[src/rtl/backscatter_pkg.sv]
// Shared types and constants for the backscatter modulator scheduler.
// Latency: n/a (package only).
// Backpressure: n/a (package only).
package backscatter_pkg;

  // Scheduler FSM states
  typedef enum logic [1:0] {
    ST_IDLE,
    ST_ARMED,
    ST_DELAY,
    ST_ACTIVE
  } sched_state_t;

  // One core clock tick at 20 MHz
  localparam int TICK_NS      = 50;
  // Highest meaningful SYNC_SEL step; larger codes clamp here
  localparam int SYNC_SEL_MAX = 8;
  // SYNC_SEL code that applies the base delay with no offset
  localparam int SYNC_CENTRE  = 4;
  // Packet length counter width (saturating)
  localparam int LEN_W        = 16;
  // Delay counter width, wide enough for any sane base/step combination
  localparam int DLY_W        = 8;

  // Clamp a raw sync step code to 0..SYNC_SEL_MAX
  function automatic logic [3:0] clamp_sel(input logic [3:0] sel);
    logic [3:0] lim;
    lim = 4'(SYNC_SEL_MAX);
    return (sel > lim) ? lim : sel;
  endfunction

  // Cycles between the packet rise and MOD_EN for a given step code.
  // Negative results (only possible with odd parameters) floor at zero.
  function automatic logic [DLY_W-1:0] sync_delay(input logic [3:0] sel,
                                                  input int base,
                                                  input int step);
    int d;
    d = base + (int'(clamp_sel(sel)) - SYNC_CENTRE) * step;
    if (d < 0) d = 0;
    return DLY_W'(d);
  endfunction

endpackage

[src/rtl/pkt_edge_timer.sv]
// Registers the packet envelope, flags its rise/fall and measures packet length.
// Latency: rise/fall combinational on the edge cycle; pkt_len holds the length on the fall cycle.
// Backpressure: none; the envelope is sampled every cycle.
module pkt_edge_timer
  import backscatter_pkg::*;
(
  input  logic             CLK,
  input  logic             RST,
  input  logic             DEC_IN,
  output logic             rise,
  output logic             fall,
  output logic [LEN_W-1:0] pkt_len
);

  logic             dec_q;
  logic [LEN_W-1:0] len_q;

  assign rise    = DEC_IN & ~dec_q;
  assign fall    = ~DEC_IN & dec_q;
  // On the fall cycle len_q equals the number of high cycles including the rise cycle
  assign pkt_len = len_q;

  // Envelope history and saturating length count (rise cycle counts as 1)
  always_ff @(posedge CLK) begin
    if (RST) begin
      dec_q <= 1'b0;
      len_q <= '0;
    end else begin
      dec_q <= DEC_IN;
      if (DEC_IN && !dec_q) begin
        len_q <= LEN_W'(1);
      end else if (DEC_IN && (len_q != '1)) begin
        len_q <= len_q + LEN_W'(1);
      end
    end
  end

endmodule

[src/rtl/backscatter_scheduler.sv]
// Schedules one payload bit per excitation packet onto the modulator enable, with sync delay.
// Latency: MOD_EN rises delay+1 cycles after the rise cycle, drops one cycle after the fall.
// Backpressure: none; packets and LOAD are taken as they come, runts are retried.
module backscatter_scheduler
  import backscatter_pkg::*;
#(
  parameter int PAYLOAD_BITS = 16,
  parameter int SYNC_BASE    = 12,
  parameter int SYNC_STEP    = 3,
  parameter int MIN_PKT      = 820
) (
  input  logic                          CLK,
  input  logic                          RST,
  input  logic                          DEC_IN,
  input  logic                          LOAD,
  input  logic [PAYLOAD_BITS-1:0]       PAYLOAD,
  input  logic [3:0]                    SYNC_SEL,
  output logic                          MOD_EN,
  output logic                          BUSY,
  output logic [$clog2(PAYLOAD_BITS):0] BIT_IDX,
  output logic                          DONE,
  output logic                          RUNT
);

  localparam int IDX_W = $clog2(PAYLOAD_BITS) + 1;
  localparam logic [IDX_W-1:0] LAST_IDX = IDX_W'(PAYLOAD_BITS - 1);
  localparam logic [LEN_W-1:0] MIN_LEN  = LEN_W'(MIN_PKT);

  sched_state_t            state_q;
  logic [PAYLOAD_BITS-1:0] pay_q;
  logic [DLY_W-1:0]        dly_q;
  logic [DLY_W-1:0]        dly_cnt;
  logic [DLY_W-1:0]        dly_now;
  logic                    rise;
  logic                    fall;
  logic [LEN_W-1:0]        pkt_len;

  pkt_edge_timer u_edge (
    .CLK     (CLK),
    .RST     (RST),
    .DEC_IN  (DEC_IN),
    .rise    (rise),
    .fall    (fall),
    .pkt_len (pkt_len)
  );

  // Only consumed on the rise cycle, so later SYNC_SEL changes cannot move this packet
  assign dly_now = sync_delay(SYNC_SEL, SYNC_BASE, SYNC_STEP);

  // Frame FSM, payload shifter and all registered outputs
  always_ff @(posedge CLK) begin
    if (RST) begin
      state_q <= ST_IDLE;
      pay_q   <= '0;
      dly_q   <= '0;
      dly_cnt <= '0;
      MOD_EN  <= 1'b0;
      BUSY    <= 1'b0;
      BIT_IDX <= '0;
      DONE    <= 1'b0;
      RUNT    <= 1'b0;
    end else begin
      DONE <= 1'b0;
      RUNT <= 1'b0;
      if (LOAD) begin
        // A new frame always wins, even over a rise in the same cycle
        state_q <= ST_ARMED;
        pay_q   <= PAYLOAD;
        BIT_IDX <= '0;
        MOD_EN  <= 1'b0;
        BUSY    <= 1'b1;
      end else begin
        case (state_q)
          ST_IDLE: begin
            MOD_EN <= 1'b0;
            BUSY   <= 1'b0;
          end

          ST_ARMED: begin
            // Only a fresh edge starts a bit; a level already high is ignored
            if (rise) begin
              dly_q <= dly_now;
              // The rise cycle itself is tick 0 of the delay
              dly_cnt <= DLY_W'(1);
              if (dly_now == '0) begin
                state_q <= ST_ACTIVE;
                MOD_EN  <= pay_q[0];
              end else begin
                state_q <= ST_DELAY;
              end
            end
          end

          ST_DELAY: begin
            if (fall) begin
              // Packet vanished before the window could open: retry this bit
              RUNT    <= 1'b1;
              state_q <= ST_ARMED;
            end else if (dly_cnt == dly_q) begin
              state_q <= ST_ACTIVE;
              MOD_EN  <= pay_q[0];
            end else begin
              dly_cnt <= dly_cnt + DLY_W'(1);
            end
          end

          ST_ACTIVE: begin
            if (fall) begin
              MOD_EN <= 1'b0;
              if (pkt_len >= MIN_LEN) begin
                pay_q   <= pay_q >> 1;
                BIT_IDX <= BIT_IDX + IDX_W'(1);
                if (BIT_IDX == LAST_IDX) begin
                  DONE    <= 1'b1;
                  BUSY    <= 1'b0;
                  state_q <= ST_IDLE;
                end else begin
                  state_q <= ST_ARMED;
                end
              end else begin
                RUNT    <= 1'b1;
                state_q <= ST_ARMED;
              end
            end
          end

          default: begin
            state_q <= ST_IDLE;
            MOD_EN  <= 1'b0;
          end
        endcase
      end
    end
  end

endmodule

[config.mk]
export PLATFORM = sky130hd
export DESIGN_NAME = backscatter_scheduler
export DESIGN_NICKNAME = d
export VERILOG_FILES = /design/src/rtl/backscatter_pkg.sv /design/src/rtl/pkt_edge_timer.sv /design/src/rtl/backscatter_scheduler.sv
export SDC_FILE = /design/constraint.sdc
export NUM_CORES = 1
export LEC_CHECK = 0
export CAP_MARGIN = 20
export CORE_ASPECT_RATIO = 1.2
export CORE_MARGIN = 3
export CORE_UTILIZATION = 45
export DETAILED_ROUTE_END_ITERATION = 12
export GPL_TIMING_DRIVEN = 0
export PLACE_DENSITY_LB_ADDON = 0.15
export SETUP_SLACK_MARGIN = 0.15
export SYNTH_ARGS = -nofsm -noshare
export SYNTH_HDL_FRONTEND = slang
export SYNTH_SLANG_ARGS = --single-unit
export TNS_END_PERCENT = 10
[constraint.sdc]
create_clock -name CLK -period 3.25 [get_ports CLK]
set_input_delay 0.65 -clock CLK [delete_from_list [all_inputs] [get_ports CLK]]
set_output_delay 0.65 -clock CLK [all_outputs]
set_load 0.01 [all_outputs]
==> metrics.yaml, run 1 <==
status: "complete, no violations"
whs_ns: 0.4749
reg2reg_from: "state_q[1]"
hold_start: "MOD_EN"
relSlewSlack: 0.5886
netlist_top_cells_area: "dfxtp_1 38%, mux2i_1 6.8%, nor2_1 5.7%"
regArea_mm2: 0.001181
ioPinCount: 33
ant_nets: 0
ys_async_sr_fraction: 0
cts_tree: "built"
worstSetupEndpointType: "register"
worst_slack_ns: 0.3491
clockBufferDepth: 2
areaGrowthSynthToFinish_pct: 21.97
synth_nets: 386
dp_hpwl_um: 4890
place_ws_ns: -0.2545
hold_buffers: 0
drcViolationCount: 0
netlist.area_leader.share: 0.3834
synth_cell_types: 56
p_leak_nw: 1.515
die_h_um: 96.64
wl_per_cell_um: 13.96
maxSlewViolCount: 0
required_ns: 3.51
tightest_slew_ns: 0.6115
dieArea_mm2: 0.007879
cpPeakStageDelay_ns: 0.51
multiInputGateArea_mm2: 0.001789
clock_latency_ns: 0.33
grt_pass1_wl_um: 11670
synth-edff-count: 0
path_cells: "clkdlybuf4s50_1 -> nor2b_2 -> ha_1 -> inv_1 -> ha_1 -> o21bai_1 -> ha_1 -> nor4b_4 -> o21ai_1 -> a221oi_2 -> mux2i_1"
cp_data_arrival_time_ns: 3.16
synth-seq-cells: 59
placed_area_mm2: 0.003497
fp.dieW_um: 81.53
post-cts-setup-buffer-count: 0
core-area_mm2: 0.006526
rsz0062_at_grt: "false"
grt_pass1_vias: 2581
worstHoldPathCells: 2
drive_gt1_frac: 0.09343
cts_buffers: 9
antenna_cells: 0
synthFlopType: "dfxtp_1"
timing.fmax_mhz: 344.7
grt_max_degree: 11
gp_congestion: 0.7999
synthCells: 349
cpMaxStageDelayCell: "clkdlybuf4s50_1"
cts-htree-levels: 3
rows: 32
period_minus_slack_ns: 2.901
synth_largest_area_cell: "dfxtp_1"
nets: 428
via_per_inst: 5.437
synth.avg_cell_area_um2: 8.827
vias: 2615
start_util: 0.4720
overflow: 0
drt-initial-drc-count: 121
final_cell_area_mm2: 0.003757
whs_endpoint: "MOD_EN"
reg2reg_depth: 8
drv_cap: 0
criticalPathCategory: "primary input to register"
grt_use_total: 0.1836
drtPass1Iterations: 4
clk_pin_slew_ns: 0.06
fin_crit_sh: 0.8926
wirelength_um: 6716
peakVddDrop_mv: 0.2674
num-fill-cells: 602
hold_path.class: "register to register"
seq_area_frac_synth: 0.3834
setup_viol: 0
antenna_found_initial: 0
cpMostUsedCell: "ha_1"
cp-start-kind: "primary input"
ys.warnings.count: 0
cts_sinks: 59
r2r_slack_ns: 1.00
r2r-end: "dly_cnt[7]"
worst-path-max-fanout: 3
total_power_mw: 1.722
power_density_mw_per_mm2: 458.4
skew_ns: 0.008864
root_buffer: "clkbuf_8"
hold_viol: 0
syn_area_mm2: 0.003080
io_buffers: 31
registers in the layout, indices dropped and copies added, names as in the netlist, 2 cells and up:
signal	count
pay_q	16
u_edge.pkt_len	16
dly_cnt	8
dly_q	7
BIT_IDX	5
state_q	2
how the worst max path moves through the flow:
stage | depth (start not counted) | slack, ns | from | to
detailed placement | 12 | -0.25 | SYNC_SEL[3] | MOD_EN
floorplan | 11 | 0.62 | SYNC_SEL[0] | MOD_EN
global placement | 11 | -0.23 | SYNC_SEL[1] | MOD_EN
global route | 11 | 0.18 | SYNC_SEL[1] | MOD_EN
CTS | 11 | 0.16 | SYNC_SEL[1] | MOD_EN
finish | 11 | 0.35 | SYNC_SEL[1] | MOD_EN
power breakdown:
part	internal, mW	total, mW	leakage (nW)	switching [mW]
logic	0.0948	0.203	0.915	0.108
registers	0.747	0.765	0.481	0.0171
clock network	0.469	0.755	0.119	0.285
final cells by class:
type,count,share of cell area
timing repair buffer,31,0.08325
multi-input combinational,258,0.4762
buffer,15,0.02065
clock buffer,11,0.04029
sequential,59,0.3144
clock inverter,5,0.01998
inverter,17,0.01698
tap,85,0.02831
synthesized netlist by cell type, types with 3 or more instances:
| cell type | instances |
|---|---|
| nand2b_1 | 4 |
| or4_1 | 7 |
| nor2_1 | 47 |
| a21oi_1 | 17 |
| nor4_1 | 3 |
| xnor2_1 | 6 |
| ha_1 | 13 |
| xor2_1 | 15 |
| or3_1 | 3 |
| dfxtp_1 | 59 |
| nor3_1 | 8 |
| o211ai_1 | 7 |
| nor3b_1 | 3 |
| mux2i_1 | 21 |
| clkbuf_1 | 10 |
| and3_1 | 6 |
| a211oi_1 | 17 |
| o21ai_0 | 7 |
| nand3_1 | 13 |
| nor2b_1 | 3 |
| inv_1 | 15 |
| nand2_1 | 13 |
| a31oi_1 | 4 |
| o31ai_1 | 7 |
worst max-delay path, delay by kind of cell:
family / cells / cell delay (ns)
fa+ha+maj: 3 / 0.65
compound gates: 3 / 0.60
simple gates: 2 / 0.51
buf+inv: 2 / 0.55
mux: 1 / 0.21
cell families after synthesis:
group	synth area share
compound gates	0.1791
buf+inv	0.04590
fa+ha+maj	0.05280
xor+xnor	0.05971
flops	0.3834
simple gates	0.2108
mux	0.06824
placed cells by master, fill, tap and decap left out, drive strengths merged, types with 2 or more instances in the layout:
cell,instances
dfxtp,59
nor2,47
clkdlybuf4s50,30
mux2i,21
clkbuf,21
a211oi,18
a21oi,17
inv,16
xor2,15
nand3,13
nand2,13
ha,13
o21ai,9
nor3,8
o211ai,8
or4,7
o31ai,7
and3,7
xnor2,6
nand2b,5
buf,5
a31oi,4
nor4,4
clkinv,4
or3,3
nor3b,3
or2,3
nor2b,3
nand4,2
o2111ai,2
o21a,2
a21o,2
a311oi,2
bufinv,2
and4,2
metal layers:
metal / track usage / vias to the layer above / wire, um
li1: - / 1351 / -
met2: 0.2917 / 46 / 3227
met4: 0.06632 / 0 / 70
met3: 0.04097 / 6 / 238
met1: 0.2401 / 1212 / 3180
met5: 0 / - / 0
through the flow:
stage | instances | setup TNS, ns | utilization
CTS | 481 | 0 | 0.5719
global placement | 465 | -0.2287 | 0.5359
global route | 481 | 0 | 0.5757
floorplan | 349 | 0 | -
finish | 481 | 0 | 0.5757
detailed placement | 465 | -0.2545 | 0.5359
timing repair:
item	4_1_cts	5_1_grt
hold endpoints to repair	0	0
resized for setup	2	6
endpoints found under the setup margin	1	2
gates cloned	0	0
pin swaps	0	1
(Power assumes the default switching activity.)
==> run 2, diff against run 1 <==
Settings changed: CTS_BUF_LIST from default to sky130_fd_sc_hd__clkbuf_2.
==> metrics.yaml, run 2 (synthesized netlist as in run 1, its figures left out) <==
cts_buffers: 9
wl_per_cell_um: 13.91
clockBufferDepth: 2
cp-start-kind: "primary input"
met3WireLength_um: 220
nets: 428
setup_viol: 0
worst_slack_ns: 0.3880
cts-htree-levels: 3
drcViolationCount: 0
grt_pass1_wl_um: 11600
regArea_mm2: 0.001181
mostFrequentLayoutCells: "59 x dfxtp_1, 47 x nor2_1, 31 x clkdlybuf4s50_1"
finalSetupTns_ns: 0
worstSetupEndpointType: "register"
relSlewSlack: 0.5801
hold_path.class: "register to register"
drive_gt1_frac: 0.08586
dr_wl_met2_um: 3213
root_buffer: "clkbuf_2"
cp_data_arrival_time_ns: 3.26
p_leak_nw: 1.457
gp_congestion: 0.7999
dp_hpwl_um: 4890
num-fill-cells: 612
grt_pass1_vias: 2583
drtPass1Iterations: 4
wirelength_um: 6691
drt-initial-drc-count: 104
ioPinCount: 33
place_ws_ns: -0.2545
clk_pin_slew_ns: 0.17
skew_ns: 0.02091
worst-path-max-fanout: 3
multiInputGateArea_mm2: 0.001773
hold_viol: 0
start_util: 0.4720
r2r_slack_ns: 0.99
peakVddDrop_mv: 0.2102
vias: 2625
clock_latency_ns: 0.47
io_buffers: 31
core-area_mm2: 0.006526
cts_tree: "built"
required_ns: 3.64
top_layer_used: "met4"
status: "complete, no violations"
grt_max_degree: 11
overflow: 0
grt_use_total: 0.1823
fp.dieW_um: 81.53
final_common_cell: "dfxtp_1"
antenna_cells: 0
wl_met1_um: 3145
period_minus_slack_ns: 2.862
cts_sinks: 59
areaGrowthSynthToFinish_pct: 18.16
ant_nets: 0
rsz0062_at_grt: "false"
power_density_mw_per_mm2: 406.3
maxSlewViolCount: 0
criticalPathCategory: "primary input to register"
antenna_found_initial: 0
via_per_inst: 5.457
rows: 32
fin_crit_sh: 0.8806
die_h_um: 96.64
dieArea_mm2: 0.007879
timing.fmax_mhz: 349.4
tightest_slew_ns: 0.6241
drv_cap: 0
## run 2: area by class of cell
type	count	share of cell area
Clock inverter	7	0.02269
Clock buffer	9	0.01238
Sequential cell	59	0.3245
Buffer	15	0.02131
Tap cell	85	0.02922
Inverter	17	0.01753
Multi-Input combinational cell	258	0.4871
Timing Repair Buffer	31	0.08525
## run 2: what timing repair did
item,in CTS,in global routing
resized for setup,0,3
endpoints found under the hold margin,0,0
buffers inserted,0,0
hold buffers,0,0
setup endpoints to repair,0,1
## run 2: per-stage QoR
stage / total power, mW / instances / utilization / area (um2) / hold slack [ns]
6_report: 1.479 / 481 / 0.5577 / 3640 / 0.4860
5_1_grt: 1.562 / 481 / 0.5577 / 3640 / 0.5174
4_1_cts: 1.493 / 481 / 0.5554 / 3625 / 0.4840
3_5_place_dp: 0.9755 / 465 / 0.5359 / 3497 / 0.4575
3_3_place_gp: 0.9727 / 465 / 0.5359 / 3497 / 0.4561
2_1_floorplan: 0.9067 / 349 / - / 3080 / 0.4472
## run 2: critical path, cell delays in order
cell	delay (ns)
clkdlybuf4s50_1	0.51
nor2b_1	0.24
ha_1	0.18
inv_1	0.04
ha_1	0.16
o21bai_1	0.15
ha_1	0.31
nor4b_2	0.31
o21ai_0	0.18
a221oi_2	0.30
mux2i_1	0.21
## run 2: routing by layer
| layer | GRT usage | up-vias |
|---|---|---|
| met5 | 0 | - |
| met4 | 0.07412 | 0 |
| met3 | 0.03259 | 10 |
| met2 | 0.2936 | 45 |
| met1 | 0.2360 | 1218 |
| li1 | - | 1352 |
## run 2: worst paths after layout
check               end         from  depth (start not counted)
min           pay_q[15]    pay_q[15]                          2
max reg2reg  dly_cnt[7]   state_q[1]                          8
min reg2reg   pay_q[15]    pay_q[15]                          2
max              MOD_EN  SYNC_SEL[1]                         11
## run 2: power breakdown
part	switching, mW	total, mW	internal [mW]
clock	0.268	0.514	0.246
sequential	0.0169	0.765	0.748
combinational	0.107	0.199	0.0927
total	0.392	1.48	1.09
